File: src/rtl/apb_slave_responder.sv
// APB4 completer with programmable wait states and a word-addressed register memory.
// The SETUP phase is recognised in StIdle, so a transfer can complete in SETUP + 1 ACCESS cycle.
module apb_slave_responder #(
    parameter int unsigned ADDR_WIDTH = 32,
    parameter int unsigned DATA_WIDTH = 32,
    parameter int unsigned MEM_DEPTH  = 16,
    parameter logic [ADDR_WIDTH-1:0] BASE_ADDR = '0
) (
    input  logic                    pclk,
    input  logic                    preset,
    input  logic                    psel,
    input  logic                    penable,
    input  logic                    pwrite,
    input  logic [ADDR_WIDTH-1:0]   paddr,
    input  logic [DATA_WIDTH-1:0]   pwdata,
    input  logic [DATA_WIDTH/8-1:0] pstrb,
    input  logic [3:0]              wait_cfg,
    output logic                    pready,
    output logic [DATA_WIDTH-1:0]   prdata,
    output logic                    pslverr,
    output logic                    protocol_err,
    output logic [15:0]             xfer_count
);

    localparam int unsigned StrbW = DATA_WIDTH / 8;
    localparam int unsigned IdxW  = $clog2(MEM_DEPTH);
    localparam int unsigned WordW = ADDR_WIDTH - 2;

    typedef enum logic [1:0] {StIdle, StWait, StDone} state_e;

    state_e                  state_q, state_d;
    logic [3:0]              cnt_q, cnt_d;
    logic                    write_q, err_q;
    logic [ADDR_WIDTH-1:0]   addr_q;
    logic [DATA_WIDTH-1:0]   wdata_q;
    logic [StrbW-1:0]        strb_q;
    logic [IdxW-1:0]         idx_q;
    logic                    pready_q, pslverr_q, protocol_err_q;
    logic [DATA_WIDTH-1:0]   prdata_q;
    logic [15:0]             xfer_count_q;
    logic [DATA_WIDTH-1:0]   mem_q [MEM_DEPTH];

    logic [WordW-1:0]        word_off;
    logic [IdxW-1:0]         dec_idx;
    logic                    dec_err;
    logic                    latch_en, complete, use_live, perr_set, mismatch;
    logic                    c_write, c_err;
    logic [IdxW-1:0]         c_idx;
    logic [DATA_WIDTH-1:0]   c_wdata;
    logic [StrbW-1:0]        c_strb;

    always_comb begin
        word_off = paddr[ADDR_WIDTH-1:2] - BASE_ADDR[ADDR_WIDTH-1:2];
        dec_idx  = word_off[IdxW-1:0];
        dec_err  = (paddr[1:0] != 2'b00) || (paddr < BASE_ADDR) || (|word_off[WordW-1:IdxW]);
        mismatch = (paddr != addr_q) || (pwrite != write_q) || (pwdata != wdata_q) ||
                   (pstrb != strb_q);
    end

    always_comb begin
        state_d  = state_q;
        cnt_d    = cnt_q;
        latch_en = 1'b0;
        complete = 1'b0;
        use_live = 1'b0;
        perr_set = 1'b0;
        unique case (state_q)
            StIdle: begin
                if (psel && !penable) begin
                    latch_en = 1'b1;
                    if (wait_cfg == 4'd0) begin
                        // Zero wait states: complete straight from the live SETUP values.
                        complete = 1'b1;
                        use_live = 1'b1;
                        state_d  = StDone;
                    end else begin
                        cnt_d   = wait_cfg - 4'd1;
                        state_d = StWait;
                    end
                end else if (psel && penable) begin
                    perr_set = 1'b1;
                end
            end
            StWait: begin
                if (!psel) begin
                    perr_set = 1'b1;
                    state_d  = StIdle;
                end else begin
                    perr_set = mismatch;
                    if (cnt_q == 4'd0) begin
                        complete = 1'b1;
                        state_d  = StDone;
                    end else begin
                        cnt_d = cnt_q - 4'd1;
                    end
                end
            end
            StDone: begin
                perr_set = psel && mismatch;
                state_d  = StIdle;
            end
            default: state_d = StIdle;
        endcase
    end

    always_comb begin
        c_write = use_live ? pwrite  : write_q;
        c_err   = use_live ? dec_err : err_q;
        c_idx   = use_live ? dec_idx : idx_q;
        c_wdata = use_live ? pwdata  : wdata_q;
        c_strb  = use_live ? pstrb   : strb_q;
    end

    always_ff @(posedge pclk or posedge preset) begin
        if (preset) begin
            state_q        <= StIdle;
            cnt_q          <= '0;
            write_q        <= 1'b0;
            err_q          <= 1'b0;
            addr_q         <= '0;
            wdata_q        <= '0;
            strb_q         <= '0;
            idx_q          <= '0;
            pready_q       <= 1'b0;
            pslverr_q      <= 1'b0;
            prdata_q       <= '0;
            protocol_err_q <= 1'b0;
            xfer_count_q   <= '0;
            for (int i = 0; i < int'(MEM_DEPTH); i++) mem_q[i] <= '0;
        end else begin
            state_q        <= state_d;
            cnt_q          <= cnt_d;
            protocol_err_q <= protocol_err_q | perr_set;
            pready_q       <= complete;
            pslverr_q      <= complete && c_err;
            prdata_q       <= '0;
            if (latch_en) begin
                write_q <= pwrite;
                err_q   <= dec_err;
                addr_q  <= paddr;
                wdata_q <= pwdata;
                strb_q  <= pstrb;
                idx_q   <= dec_idx;
            end
            if (complete) begin
                xfer_count_q <= xfer_count_q + 16'd1;
                if (!c_err && c_write) begin
                    for (int b = 0; b < int'(StrbW); b++) begin
                        if (c_strb[b]) mem_q[c_idx][8*b +: 8] <= c_wdata[8*b +: 8];
                    end
                end else if (!c_err) begin
                    prdata_q <= mem_q[c_idx];
                end
            end
        end
    end

    assign pready       = pready_q;
    assign prdata       = prdata_q;
    assign pslverr      = pslverr_q;
    assign protocol_err = protocol_err_q;
    assign xfer_count   = xfer_count_q;

endmodule

File: config.mk
export PLATFORM = sky130hd
export DESIGN_NAME = apb_slave_responder
export DESIGN_NICKNAME = d
export VERILOG_FILES = /design/src/rtl/apb_slave_responder.sv
export SDC_FILE = /design/constraint.sdc
export NUM_CORES = 1
export LEC_CHECK = 0
export ABC_CLOCK_PERIOD_IN_PS = 21600
export CAP_MARGIN = 20
export CORE_ASPECT_RATIO = 0.7
export CORE_UTILIZATION = 25
export CTS_BUF_LIST = sky130_fd_sc_hd__clkbuf_8
export CTS_CLUSTER_DIAMETER = 100
export DETAILED_ROUTE_END_ITERATION = 7
export GPL_TIMING_DRIVEN = 0
export PLACE_DENSITY = 0.43
export SKIP_CTS_REPAIR_TIMING = 1
export SKIP_LAST_GASP = 1
export SLEW_MARGIN = 20
export SYNTH_ARGS = -nofsm -noshare
export SYNTH_HDL_FRONTEND = slang
export SYNTH_SLANG_ARGS = --single-unit
File: constraint.sdc
create_clock -name pclk -period 21.6 [get_ports pclk]
set_input_delay 3.24 -clock pclk [delete_from_list [all_inputs] [get_ports pclk]]
set_output_delay 3.24 -clock pclk [all_outputs]
set_load 0.005 [all_outputs]
==> reports/metrics.cfg, run 1 <==
[grt]
grt_pass1_wl_um=193800
gr-total-overflow=0
antenna_found_initial=8
track_usage_pct=22.35
grt_pass1_vias=24642
grt_max_degree=97

[clocking]
htreeDepth=3
cts_root_buf=clkbuf_8
clock_path_buffers=3
clk_pin_slew_ns=0.06
clock_latency_ns=0.84
cts.sinks=639
cts_tree=yes
cts_buffers=111

[worst_setup_path]
critPathLaunch=wait_cfg[1]
cp_data_arrival_time_ns=8.59
r2r-start=state_q[0]$_DFFE_PP0P_
crit_path_frequent_cell=clkbuf_1
max_stage_delay_ns=1.08
start_kind=input port
slowest_stage=a21boi_1
cp_max_fo=10
crit_path_end_kind=flop
crit_buf_inv=3
worst-setup-path-type=input port to flop
worstPathCellList=clkdlybuf4s50_1 > nor4_2 > nand2_1 > clkbuf_1 > a21boi_1 > clkbuf_1 > o2111ai_1 > nor3_1
crit_family=simple AND/OR/NAND/NOR gates
worst_ep_required_time_ns=22.26

[logic_synthesis]
ys_top_cells_by_area=dfrtp_1 53%, nand2_1 8.8%, mux2_2 8.3%
yosys.area_share.xor_xnor_pct=1.863
syn_nets=3020
synth_mux_area_share_pct=13.63
synth_top_area_cell=dfrtp_1
ys_async_sr_fraction_pct=100.0
synth-adder-area-share_pct=0.08316
syn_area_per_cell_um2=10.23
synthTopCellsByCount=705 x nand2_1, 639 x dfrtp_1, 362 x o21ai_0
post-synth-top-count-cell=nand2_1
yosys.area.top_type_share_pct=53.14
synth_edf_count=0
ys_ff_latch=639
synth_compound_area_share_pct=13.52
synth_area_um2=30090
synthSimpleGateAreaFrac_pct=14.79
synth_top_family_by_area=simple AND/OR/NAND/NOR gates
ys_warn_count=0
ys_types=71
syn_inst=2941
ys_seq_area_share_pct=53.14
ys.flop_type=dfrtp_1

[finish]
final_core_util_pct=30.37
finalNetCount=3279
fillers=12588
drive_gt1_share_pct=15.57
area_growth_pct=20.45

[sta]
final.setup_skew_ns=0.04877
hold_violations=0
max_freq_ghz=0.1262
relSlewSlack_pct=8.077
worstMarginPinSlew_ns=1.367
min_period_ns=7.926
setup_ws_ns=13.67
setup_viol=0
min_period_over_period_pct=36.69
drv_slew=0
setup_tns_ns=0
rsz0062_at_grt=no
holdWs_ns=0.4669

[floorplan]
die_w_um=416.7
start_util_pct=25.21
rows=106
fp.dieH_um=292.3
coreArea_um2=119400
dieArea_um2=121800
pin_count=128

[drt]
wl_per_cell_um=28.21
routed_wl_um=137300
drc=0
routed-via-count=25696
antenna_left=0
drt_pass1_iterations=6
post_drt_via_cell_ratio=5.282
first_iter_violations=2938

[status]
outcome=finished clean

[hold_path]
min_from=xfer_count[15]$_DFFE_PP0P_
hold_path_class=flop to flop

[pwr]
p_leak_nw=16.09
max-vdd-ir-drop_uv=66.70
p_per_area_nw_per_um2=88.48

[placed_design]
place_ws_ns=13.02
dp_hpwl_um=98960
io_buffers=127
place.gp.congestion=0.9973

[job]
max-cap-violations=0

-- registers in the layout, summed over array words and instances (netlist names) --
register	count
strb_q	4
err_q	1
pslverr	1
protocol_err	1
write_q	1
pready	1
mem_q	512
state_q	2
xfer_count	16
cnt_q	4
prdata	32
addr_q	32
wdata_q	32
-- area by class of cell --
type,count,area (um^2),share of cell area [%]
sequential,639,15990,44.11
multi-input combinational,2086,13370,36.90
tap,1566,1959,5.406
clock buffer,142,1954,5.392
timing repair buffer,146,1612,4.446
buffer,188,808.3,2.230
clock inverter,66,426.7,1.177
inverter,28,112.6,0.3107
antenna,4,10.01,0.02761
-- logic make-up after synthesis --
family | after synthesis
AOI/OAI and AO/OA | 640
xor gates and xnor gates | 64
adders and majority gates | 2
buffers and inverters | 216
DFF | 639
muxes | 381
and+or+nand+nor | 999
-- layout by cell type, fill, tap and decap left out, types with 12 or more instances in the layout --
cell type        Yosys  routed
xnor2_1             44      44
nand2_1            705     705
nand3_1             63      63
nor2b_1             21      21
a211oi_1            18      18
nor3_1              21      19
a2111oi_0           25      22
buf_2               34      35
nor4_1              31      31
a21o_1              14      14
o22ai_1             13      13
o21ai_0            362     359
a31oi_1             30      30
o2111ai_1           20      18
nand4_1             47      47
inv_1               27      68
mux2i_1            154     142
a21oi_1             18      13
and3_1              39      39
clkdlybuf4s50_1      0     127
mux2i_2              1      12
dfrtp_1            639     639
clkbuf_8             0     142
a32o_1              51      51
xor2_1              20      20
nor2_1              26      26
clkbuf_1           133     122
mux2_2             222     222
o211ai_1            13      13
-- power breakdown --
part	switching (mW)	leakage [nW]	internal [mW]	total (mW)
Sequential	0.0388	8.79	1.24	1.28
Combinational	0.536	5.92	0.185	0.720
Clock	0.574	1.38	0.632	1.21
Total	1.15	16.1	2.06	3.21
-- per-stage QoR --
| stage | cells | cell area, um^2 | power (mW) |
|---|---|---|---|
| after floorplan | 2941 | 30090 | 1.623 |
| after CTS | 4859 | 36200 | 3.213 |
| after detailed placement | 4651 | 33810 | 1.996 |
| after global placement | 4634 | 33320 | 1.976 |
| final | 4865 | 36250 | 3.207 |
| after global routing | 4864 | 36240 | 3.317 |
-- worst paths after layout --
path                                         endpoint  slack [ns]  cells after the start
max                              prdata[20]$_DFF_PP0_       13.67                      8
min                        xfer_count[15]$_DFFE_PP0P_        0.47                      1
max reg2reg                      prdata[20]$_DFF_PP0_       16.16                      8
min reg2reg                xfer_count[15]$_DFFE_PP0P_        0.47                      1
max in group asynchronous      mem_q[209]$_DFFE_PP0P_       16.54                      6
min in group asynchronous      mem_q[484]$_DFFE_PP0P_        2.87                      2
-- metal layers --
metal	track usage, %	up-vias	part of all wire (%)
li1	-	11078	-
met1	33.68	13276	48
met5	0	-	0
met2	30.27	1117	40
met3	5.782	225	9.3
met4	7.739	0	3.4
(Power assumes the default switching activity.)
==> run 2, diff against run 1 <==
--- a/config.mk
+++ b/config.mk
@@ -5,7 +5,7 @@
 export SDC_FILE = /design/constraint.sdc
 export NUM_CORES = 1
 export LEC_CHECK = 0
-export ABC_CLOCK_PERIOD_IN_PS = 21600
+export ABC_CLOCK_PERIOD_IN_PS = 7800
 export CAP_MARGIN = 20
 export CORE_ASPECT_RATIO = 0.7
 export CORE_UTILIZATION = 25
@@ -13,7 +13,7 @@
 export CTS_CLUSTER_DIAMETER = 100
 export DETAILED_ROUTE_END_ITERATION = 7
 export GPL_TIMING_DRIVEN = 0
-export PLACE_DENSITY = 0.43
+export PLACE_DENSITY = 0.42
 export SKIP_CTS_REPAIR_TIMING = 1
 export SKIP_LAST_GASP = 1
 export SLEW_MARGIN = 20
==> constraint.sdc (replaced) <==
create_clock -name pclk -period 7.8 [get_ports pclk]
set_input_delay 1.17 -clock pclk [delete_from_list [all_inputs] [get_ports pclk]]
set_output_delay 1.17 -clock pclk [all_outputs]
set_load 0.005 [all_outputs]
==> run 2 against run 1 <==
Critical path depth did not move. Combinational power rose to 2.8 times the previous value. Count of clock-buffer cells in the layout is the same. Power grew to 2.8 times the previous value. Largest power group unchanged. Sequential share of layout area down 0.50 points.
==> reports/metrics.cfg, run 2 (same netlist as run 1, synthesis figures left out) <==
[floorplan]
fp.dieH_um=292.3  ; unchanged
start_util_pct=25.21  ; unchanged
pin_count=128  ; unchanged
rows=106  ; unchanged
dieArea_um2=121800  ; unchanged
die_w_um=416.7  ; unchanged
coreArea_um2=119400  ; unchanged

[drt]
post_drt_via_cell_ratio=5.212  ; was 5.282
antenna_left=0  ; unchanged
routed-via-count=25446  ; was 25,696
routed_wl_um=139400  ; was 137,300 um
drc=0  ; unchanged
wl_per_cell_um=28.56  ; was 28.21 um
drt_pass1_iterations=7  ; was 6
first_iter_violations=2754  ; was 2,938

[clocking]
clk_pin_slew_ns=0.06  ; about the same
cts.sinks=639  ; unchanged
cts_root_buf=clkbuf_8  ; unchanged
clock_latency_ns=0.88  ; was 0.84 ns
cts_buffers=111  ; unchanged
cts_tree=yes  ; unchanged
htreeDepth=3  ; unchanged
clock_path_buffers=3  ; unchanged

[grt]
gr-total-overflow=0  ; unchanged
track_usage_pct=22.82  ; was 22.35%
grt_max_degree=33  ; was 97
grt_pass1_vias=24884  ; was 24,642
grt_pass1_wl_um=197200  ; was 193,800 um
antenna_found_initial=8  ; unchanged

[sta]
min_period_over_period_pct=75.83
holdWs_ns=0.4747  ; was 0.4669 ns
relSlewSlack_pct=12.70  ; was 8.077%
rsz0062_at_grt=no  ; unchanged
worstMarginPinSlew_ns=1.296  ; was 1.367 ns
min_period_ns=5.915
drv_slew=0  ; unchanged
final.setup_skew_ns=0.07642  ; was 0.04877 ns
setup_viol=0  ; unchanged
hold_violations=0  ; unchanged
max_freq_ghz=0.1691
setup_tns_ns=0  ; unchanged

[finish]
area_growth_pct=21.84  ; was 20.45%
layout_commonest_cell=nand2_1  ; unchanged
largest_reg_flops=512  ; unchanged
final_cell_mix=705 x nand2_1, 639 x dfrtp_1, 360 x o21ai_0  ; was 705 x nand2_1, 639 x dfrtp_1, 359 x o21ai_0
finalNetCount=3297  ; was 3,279
largest_register=mem_q  ; unchanged
drive_gt1_share_pct=16.40  ; was 15.57%

[status]
outcome=finished clean  ; unchanged

[pwr]
max-vdd-ir-drop_uv=147.6  ; was 66.70 uV
p_leak_nw=16.27  ; was 16.09 nW
p_per_area_nw_per_um2=247.4  ; was 88.48 nW/um^2

[hold_path]
hold_path_class=flop to flop  ; unchanged

[worst_setup_path]
start_kind=input port  ; unchanged
cp_data_arrival_time_ns=6.61  ; was 8.59 ns
worst-setup-path-type=input port to flop  ; unchanged
crit_path_end_kind=flop  ; unchanged
worst_ep_required_time_ns=8.49  ; was 22.26 ns
cp_max_fo=10  ; unchanged

[job]
max-cap-violations=0  ; unchanged

[placed_design]
io_buffers=127  ; unchanged
place.gp.congestion=0.9978  ; was 0.9973
dp_hpwl_um=102700  ; was 98,960 um

run 2: changes by cell type in the layout (fill, tap and decap cells not counted), sizes merged:
cell,delta
clkinv,+2
clkinvlp,+2
diode,+2
buf,+18
bufinv,+5
inv,-12
run 2: layer usage:
metal | GRT usage [%] | part of all wire, % | wire, um | vias to the layer above
li1 | - | - | - | 11116
met2 | 31.05 | 40 | 55590 | 1000
met3 | 5.518 | 8.2 | 11470 | 207
met5 | 0 | 0 | 0 | -
met4 | 7.496 | 3.2 | 4434 | 0
met1 | 34.64 | 49 | 67910 | 13123
run 2: cell type report:
cell class / count / area, um^2
antenna: 6 / 15.01
inverter: 28 / 108.9
multi-input combinational: 2086 / 13380
timing repair buffer: 164 / 1926
tap: 1566 / 1959
buffer: 188 / 813.3
sequential: 639 / 15990
fill: 12536 / 82700
clock buffer: 142 / 1954
clock inverter: 63 / 523.0
run 2: worst paths after layout:
| path | startpoint | end | slack, ns | depth (start not counted) |
|---|---|---|---|---|
| min reg2reg | xfer_count[15]$_DFFE_PP0P_ | xfer_count[15]$_DFFE_PP0P_ | 0.47 | 1 |
| max | wait_cfg[1] | prdata[9]$_DFF_PP0_ | 1.89 | 8 |
| min | xfer_count[15]$_DFFE_PP0P_ | xfer_count[15]$_DFFE_PP0P_ | 0.47 | 1 |
| max reg2reg | state_q[0]$_DFFE_PP0P_ | prdata[9]$_DFF_PP0_ | 2.38 | 8 |
| max in group asynchronous | preset | mem_q[241]$_DFFE_PP0P_ | 5.10 | 9 |
| min in group asynchronous | preset | mem_q[389]$_DFFE_PP0P_ | 0.73 | 2 |
run 2: through the flow:
| stage | power, mW | setup WS [ns] | cell area, um^2 | utilization [%] | cells |
|---|---|---|---|---|---|
| 2_1_floorplan | 4.496 | -2.099 | 30100 | - | 2941 |
| 3_3_place_gp | 5.496 | -7.446 | 33330 | 27.92 | 4634 |
| 3_5_place_dp | 5.572 | 1.132 | 34130 | 28.60 | 4670 |
| 4_1_cts | 9.109 | 2.099 | 36610 | 30.67 | 4875 |
| 5_1_grt | 9.375 | 2.141 | 36660 | 30.71 | 4878 |
| 6_report | 9.070 | 1.885 | 36670 | 30.72 | 4882 |
run 2: power by group:
part           internal (mW)  switching [mW]  total, mW
clock network           1.91            1.59       3.50
registers               3.44           0.107       3.55
logic                  0.526            1.50       2.03
run 2: critical path, cell delays in order:
cell,delay (ns)
clkdlybuf4s50_1,0.48
nor4_2,0.98
nand2_1,0.62
clkbuf_1,0.50
a21boi_1,1.01
clkbuf_1,0.81
o2111ai_1,0.33
nor3_1,0.69
